--- config.mk ---
export PLATFORM = sky130hd
export DESIGN_NAME = contador_ctrl
export DESIGN_NICKNAME = d
export VERILOG_FILES = /design/src/rtl/contador_ctrl.sv
export SDC_FILE = /design/constraint.sdc
export NUM_CORES = 1
export LEC_CHECK = 0
export ABC_AREA = 1
export CAP_MARGIN = 0
export CORE_MARGIN = 2
export CORE_UTILIZATION = 34
export DETAILED_ROUTE_END_ITERATION = 7
export PLACE_DENSITY_LB_ADDON = 0.15
export SKIP_CTS_REPAIR_TIMING = 1
export SYNTH_ARGS = -nofsm -noshare
export SYNTH_HDL_FRONTEND = slang
export SYNTH_SLANG_ARGS = --single-unit
export TNS_END_PERCENT = 100
--- constraint.sdc ---
create_clock -name iClk -period 3.4 [get_ports iClk]
set_input_delay 0.68 -clock iClk [delete_from_list [all_inputs] [get_ports iClk]]
set_output_delay 0.68 -clock iClk [all_outputs]
set_load 0.1 [all_outputs]
--- src/rtl/contador_ctrl.sv ---
// Up/down 8-bit counter with manual, automatic-up, automatic-down and paused modes.
// Automatic steps are paced by an internal prescaler; overflow either wraps or saturates.
module contador_ctrl #(
  parameter int PRESCALE = 50000000,
  parameter int WRAP     = 1
) (
  input  logic       iClk,
  input  logic       iReset_n,
  input  logic       iPulsoInc,
  input  logic       iPulsoDec,
  input  logic       iPulsoClr,
  input  logic       iPulsoModo,
  output logic [7:0] oCuenta,
  output logic [1:0] oEstado,
  output logic       oTick,
  output logic       oDesborde
);

  typedef enum logic [1:0] {
    MANUAL    = 2'b00,
    AUTO_UP   = 2'b01,
    AUTO_DOWN = 2'b10,
    PAUSA     = 2'b11
  } estado_t;

  localparam int PW = (PRESCALE > 1) ? $clog2(PRESCALE) : 1;
  localparam logic [PW-1:0] PRE_MAX = PW'(PRESCALE - 1);

  estado_t       estado;
  estado_t       estado_sig;
  logic [PW-1:0] prescaler;
  logic          pre_fin;
  logic          at_max;
  logic          at_min;
  logic [7:0]    cuenta_up;
  logic [7:0]    cuenta_dn;
  logic          solo_inc;
  logic          solo_dec;

  // Step results are precomputed so the FSM only has to pick one; saturation
  // simply keeps the old value when the step would leave the 0..255 range.
  always_comb begin
    at_max    = (oCuenta == 8'hFF);
    at_min    = (oCuenta == 8'h00);
    cuenta_up = oCuenta + 8'd1;
    cuenta_dn = oCuenta - 8'd1;
    if (WRAP == 0 && at_max) cuenta_up = oCuenta;
    if (WRAP == 0 && at_min) cuenta_dn = oCuenta;
    pre_fin  = (prescaler == PRE_MAX);
    solo_inc = iPulsoInc && !iPulsoDec;
    solo_dec = iPulsoDec && !iPulsoInc;
  end

  always_comb begin
    estado_sig = MANUAL;
    unique case (estado)
      MANUAL:    estado_sig = AUTO_UP;
      AUTO_UP:   estado_sig = AUTO_DOWN;
      AUTO_DOWN: estado_sig = PAUSA;
      PAUSA:     estado_sig = MANUAL;
    endcase
  end

  always_ff @(posedge iClk or negedge iReset_n) begin
    if (!iReset_n) begin
      estado    <= MANUAL;
      prescaler <= '0;
      oCuenta   <= 8'd0;
      oTick     <= 1'b0;
      oDesborde <= 1'b0;
    end else begin
      oTick     <= 1'b0;
      oDesborde <= 1'b0;
      if (iPulsoClr) begin
        oCuenta   <= 8'd0;
        prescaler <= '0;
      end else if (iPulsoModo) begin
        estado    <= estado_sig;
        prescaler <= '0;
      end else begin
        unique case (estado)
          MANUAL: begin
            prescaler <= '0;
            if (solo_inc) begin
              oCuenta   <= cuenta_up;
              oDesborde <= at_max;
            end else if (solo_dec) begin
              oCuenta   <= cuenta_dn;
              oDesborde <= at_min;
            end
          end
          // A direction request outranks the tick: the prescaler keeps running
          // but a step falling on that same edge is dropped.
          AUTO_UP, AUTO_DOWN: begin
            prescaler <= pre_fin ? '0 : prescaler + PW'(1);
            if (solo_inc) begin
              estado <= AUTO_UP;
            end else if (solo_dec) begin
              estado <= AUTO_DOWN;
            end else if (pre_fin) begin
              oTick <= 1'b1;
              if (estado == AUTO_UP) begin
                oCuenta   <= cuenta_up;
                oDesborde <= at_max;
              end else begin
                oCuenta   <= cuenta_dn;
                oDesborde <= at_min;
              end
            end
          end
          PAUSA: begin
          end
        endcase
      end
    end
  end

  assign oEstado = estado;

endmodule

==> summary.txt <==
Run status
  • Outcome: completed

Yosys
  • Cell area after synthesis: between 2000 and 3000 µm²
  • Netlist cell types: 34
  • Synth Instances: 420
  • Syn_nets: roughly 430
  • Synthesis-stage register bit count: 38
  • Ys Warns: 0
  • Mean post-synth cell area: 6.85 µm²
  • Register area share after synthesis: about 33%

Global route
  • Largest net degree at the start of global routing: 39
  • GRT overflow: 0
  • Antenna violations before repair: 0
  • Total Routing Usage GR: 17.1%
  • First-pass GRT wire length: 12300 µm
  • Vias in the first global route: roughly 2500

Die
  • Die X: roughly 96 µm
  • Num rows: 33
  • Die Ht: about 96 µm
  • Ports: 18
  • Core Region: about 8200 µm²
  • Starting Density: approximately a third
  • Die area: 9210 µm²

Timing
  • Setup ws final: 974 ps
  • Tmin final: between 2000 and 2500 ps
  • Final hold violation count: 0
  • Crit share post-route: roughly 71%
  • Tightest Pin Transition: 973 ps
  • Worst Clk Skew: 6.19 ps
  • Final setup viols: 0
  • Max-slew headroom: a little over a third
  • RSZ-0062 raised after global routing: no
  • FMAX: 0.412 GHz
  • Pins Over Slew Limit: 0
  • Fin Setup TNS: 0 ps

Worst setup path
  • CP Class: flop to output port
  • Sum of buffers and inverters on the critical path: 1
  • Slowest stage cell, crit path: clkdlybuf4s50_1
  • Crit path cell chain: clkdlybuf4s50_1
  • Worst path required time: roughly 2700 ps
  • Crit start category: flop
  • Crit. End Element: output port
  • Crit Path Max Fanout: 1
  • Crit path max-delay family: buffers and inverters
  • Slowest stage delay, CP: approximately 1100 ps
  • WP data arrival: 1750 ps

Final layout
  • Share of layout cells above drive strength 1: about 15%
  • Area growth, synth to finish: 11.2%
  • FILL cells: between 800 and 900
  • Final net count: 450
  • Antenna cells: 0
  • Commonest non-fill, non-tap cell in the layout: nand2_1
  • Commonest cells after routing, fill and taps aside: 112 x nand2_1, 47 x inv_1, 44 x nand3_1

Pwr
  • Part of the power in combinational logic: between 50% and 60%
  • Clk pwr share: 16.2%
  • Leakage: 1.37 nW
  • Pwr/cell area: 635 nW/µm²
  • Switching Share: ~53%
  • Sequential share of power: around 28%
  • NetSw: around 1.1 mW
  • VDD IR max: ~0.46 mV
  • Power Total: between 2 and 2.5 mW
  • Pint: ~0.96 mW

Clocking
  • CTS Buf Count: 5
  • Root Buffer: clkbuf_8
  • Clock Latency Late Sink: 290 ps
  • H-tree depth: 2
  • Clk slew on worst S/H paths: ~80 ps
  • CTS tree: yes
  • Clock Path Buffers: 2
  • Sink Count: 38

Detailed routing
  • Vias per cell: approximately 4.9
  • Final ANT Viol Nets: 0
  • Detailed Route WL: approximately 7200 µm
  • Drt pass-1 iters: 4
  • DRT iter0 DRCs: between 100 and 150
  • Via Count: 2681
  • Drc violations: 0
  • WL per Instance: 13.2 µm

Placed design
  • Port Buffer Count: 17
  • Final RePlAce weighted congestion: between 0.8 and 0.9
  • DP Worst Slack: about 750 ps
  • Final HPWL DP: approximately 5500 µm

Job
  • Max-cap violations: 0

Worst hold path
  • HP Class: input pin to asynchronous set/reset pin
[power by group through the flow]
| stage | logic (mW) | registers (mW) | clock network (mW) |
|---|---|---|---|
| after global routing | 1.24 | 0.589 | 0.363 |
| after CTS | 1.14 | 0.578 | 0.344 |
| after floorplan | 0.619 | 0.887 | 0 |
| after detailed placement | 1.13 | 0.585 | 0 |
| final | 1.12 | 0.577 | 0.330 |
| after global placement | 1.13 | 0.587 | 0 |
[routing by layer]
layer | routed length, µm | vias to the layer above | part of all wire [%] | GRT usage, %
li1 | - | 1386 | - | -
met1 | 3460 | 1243 | 48 | 23.4
met2 | 3370 | 47 | 47 | 28.1
met3 | 259 | 5 | 3.6 | 2.74
met4 | 86 | 0 | 1.2 | 4.64
met5 | 0 | - | 0 | 0
[cells by family after synthesis]
logic type,share of synthesized area [%]
and+or+nand+nor,40.7
buffers and inverters,8.83
AOI/OAI and AO/OA,11.3
DFF,33.1
xor gates and xnor gates,3.05
adders and majority gates,3.05
[per-stage QoR]
| step | util [%] | hold WS, ps | instances | instance area, µm² |
|---|---|---|---|---|
| after global placement | 37.8 | 511 | 535 | 3110 |
| after global routing | 38.9 | 588 | 543 | 3200 |
| after floorplan | - | 384 | 420 | 2880 |
| final | 38.9 | 511 | 543 | 3200 |
| after CTS | 38.9 | 548 | 543 | 3200 |
| after detailed placement | 37.8 | 529 | 535 | 3110 |
[registers in the layout, indices dropped and copies added (netlist names)]
| name | cells |
|---|---|
| oEstado | 2 |
| oTick | 1 |
| oDesborde | 1 |
| prescaler | 26 |
| oCuenta | 8 |
[cell type report]
class	count	area [µm²]	area share, %
multi-input combinational	320	1670	52.2
inverter	53	199	6.22
clock buffer	7	86.3	2.70
timing repair buffer	19	155	4.85
clock inverter	1	5.00	0.156
sequential	38	951	29.7
tap	105	131	4.11
[cells in the mapped netlist]
library cell / instances / area (µm²)
a21oi_1: 12 / 60.1
a21oi_2: 1 / 8.76
and3_1: 1 / 6.26
buf_1: 1 / 3.75
buf_2: 5 / 25.0
buf_6: 2 / 22.5
clkbuf_1: 1 / 3.75
clkinv_1: 1 / 3.75
dfrtp_1: 38 / 951
ha_1: 7 / 87.6
inv_1: 47 / 176
inv_2: 5 / 18.8
nand2_1: 112 / 420
nand2_2: 8 / 50.1
nand2_4: 1 / 11.3
nand3_1: 44 / 220
nand3_2: 4 / 40.0
nand3_4: 1 / 17.5
nand4_1: 10 / 62.6
nor2_1: 42 / 158
nor2_2: 10 / 62.6
nor2_4: 4 / 45.0
nor2_8: 1 / 20.0
nor3_1: 10 / 50.1
o211ai_1: 3 / 22.5
o211ai_2: 1 / 12.5
o21ai_0: 15 / 75.1
o21ai_1: 10 / 50.1
o21ai_2: 8 / 70.1
o22ai_1: 3 / 18.8
o31ai_1: 1 / 7.51
or2_2: 1 / 6.26
xnor2_1: 1 / 8.76
xor2_1: 9 / 78.8
[path summary, 6_finish.rpt]
path | from | end | slack, ps | cells after the start
worst max-delay path | oDesborde | oDesborde | 970 | 1
worst min-delay path | iReset_n | prescaler[21] | 510 | 1
worst max register to register | oEstado[0] | prescaler[17] | 1130 | 8
worst min register to register | prescaler[24] | prescaler[24] | 550 | 2
max in group asynchronous | iReset_n | prescaler[9] | 2350 | 1
min in group iClk | prescaler[24] | prescaler[24] | 550 | 2
Note: power is estimated with default switching activity, not from simulation.
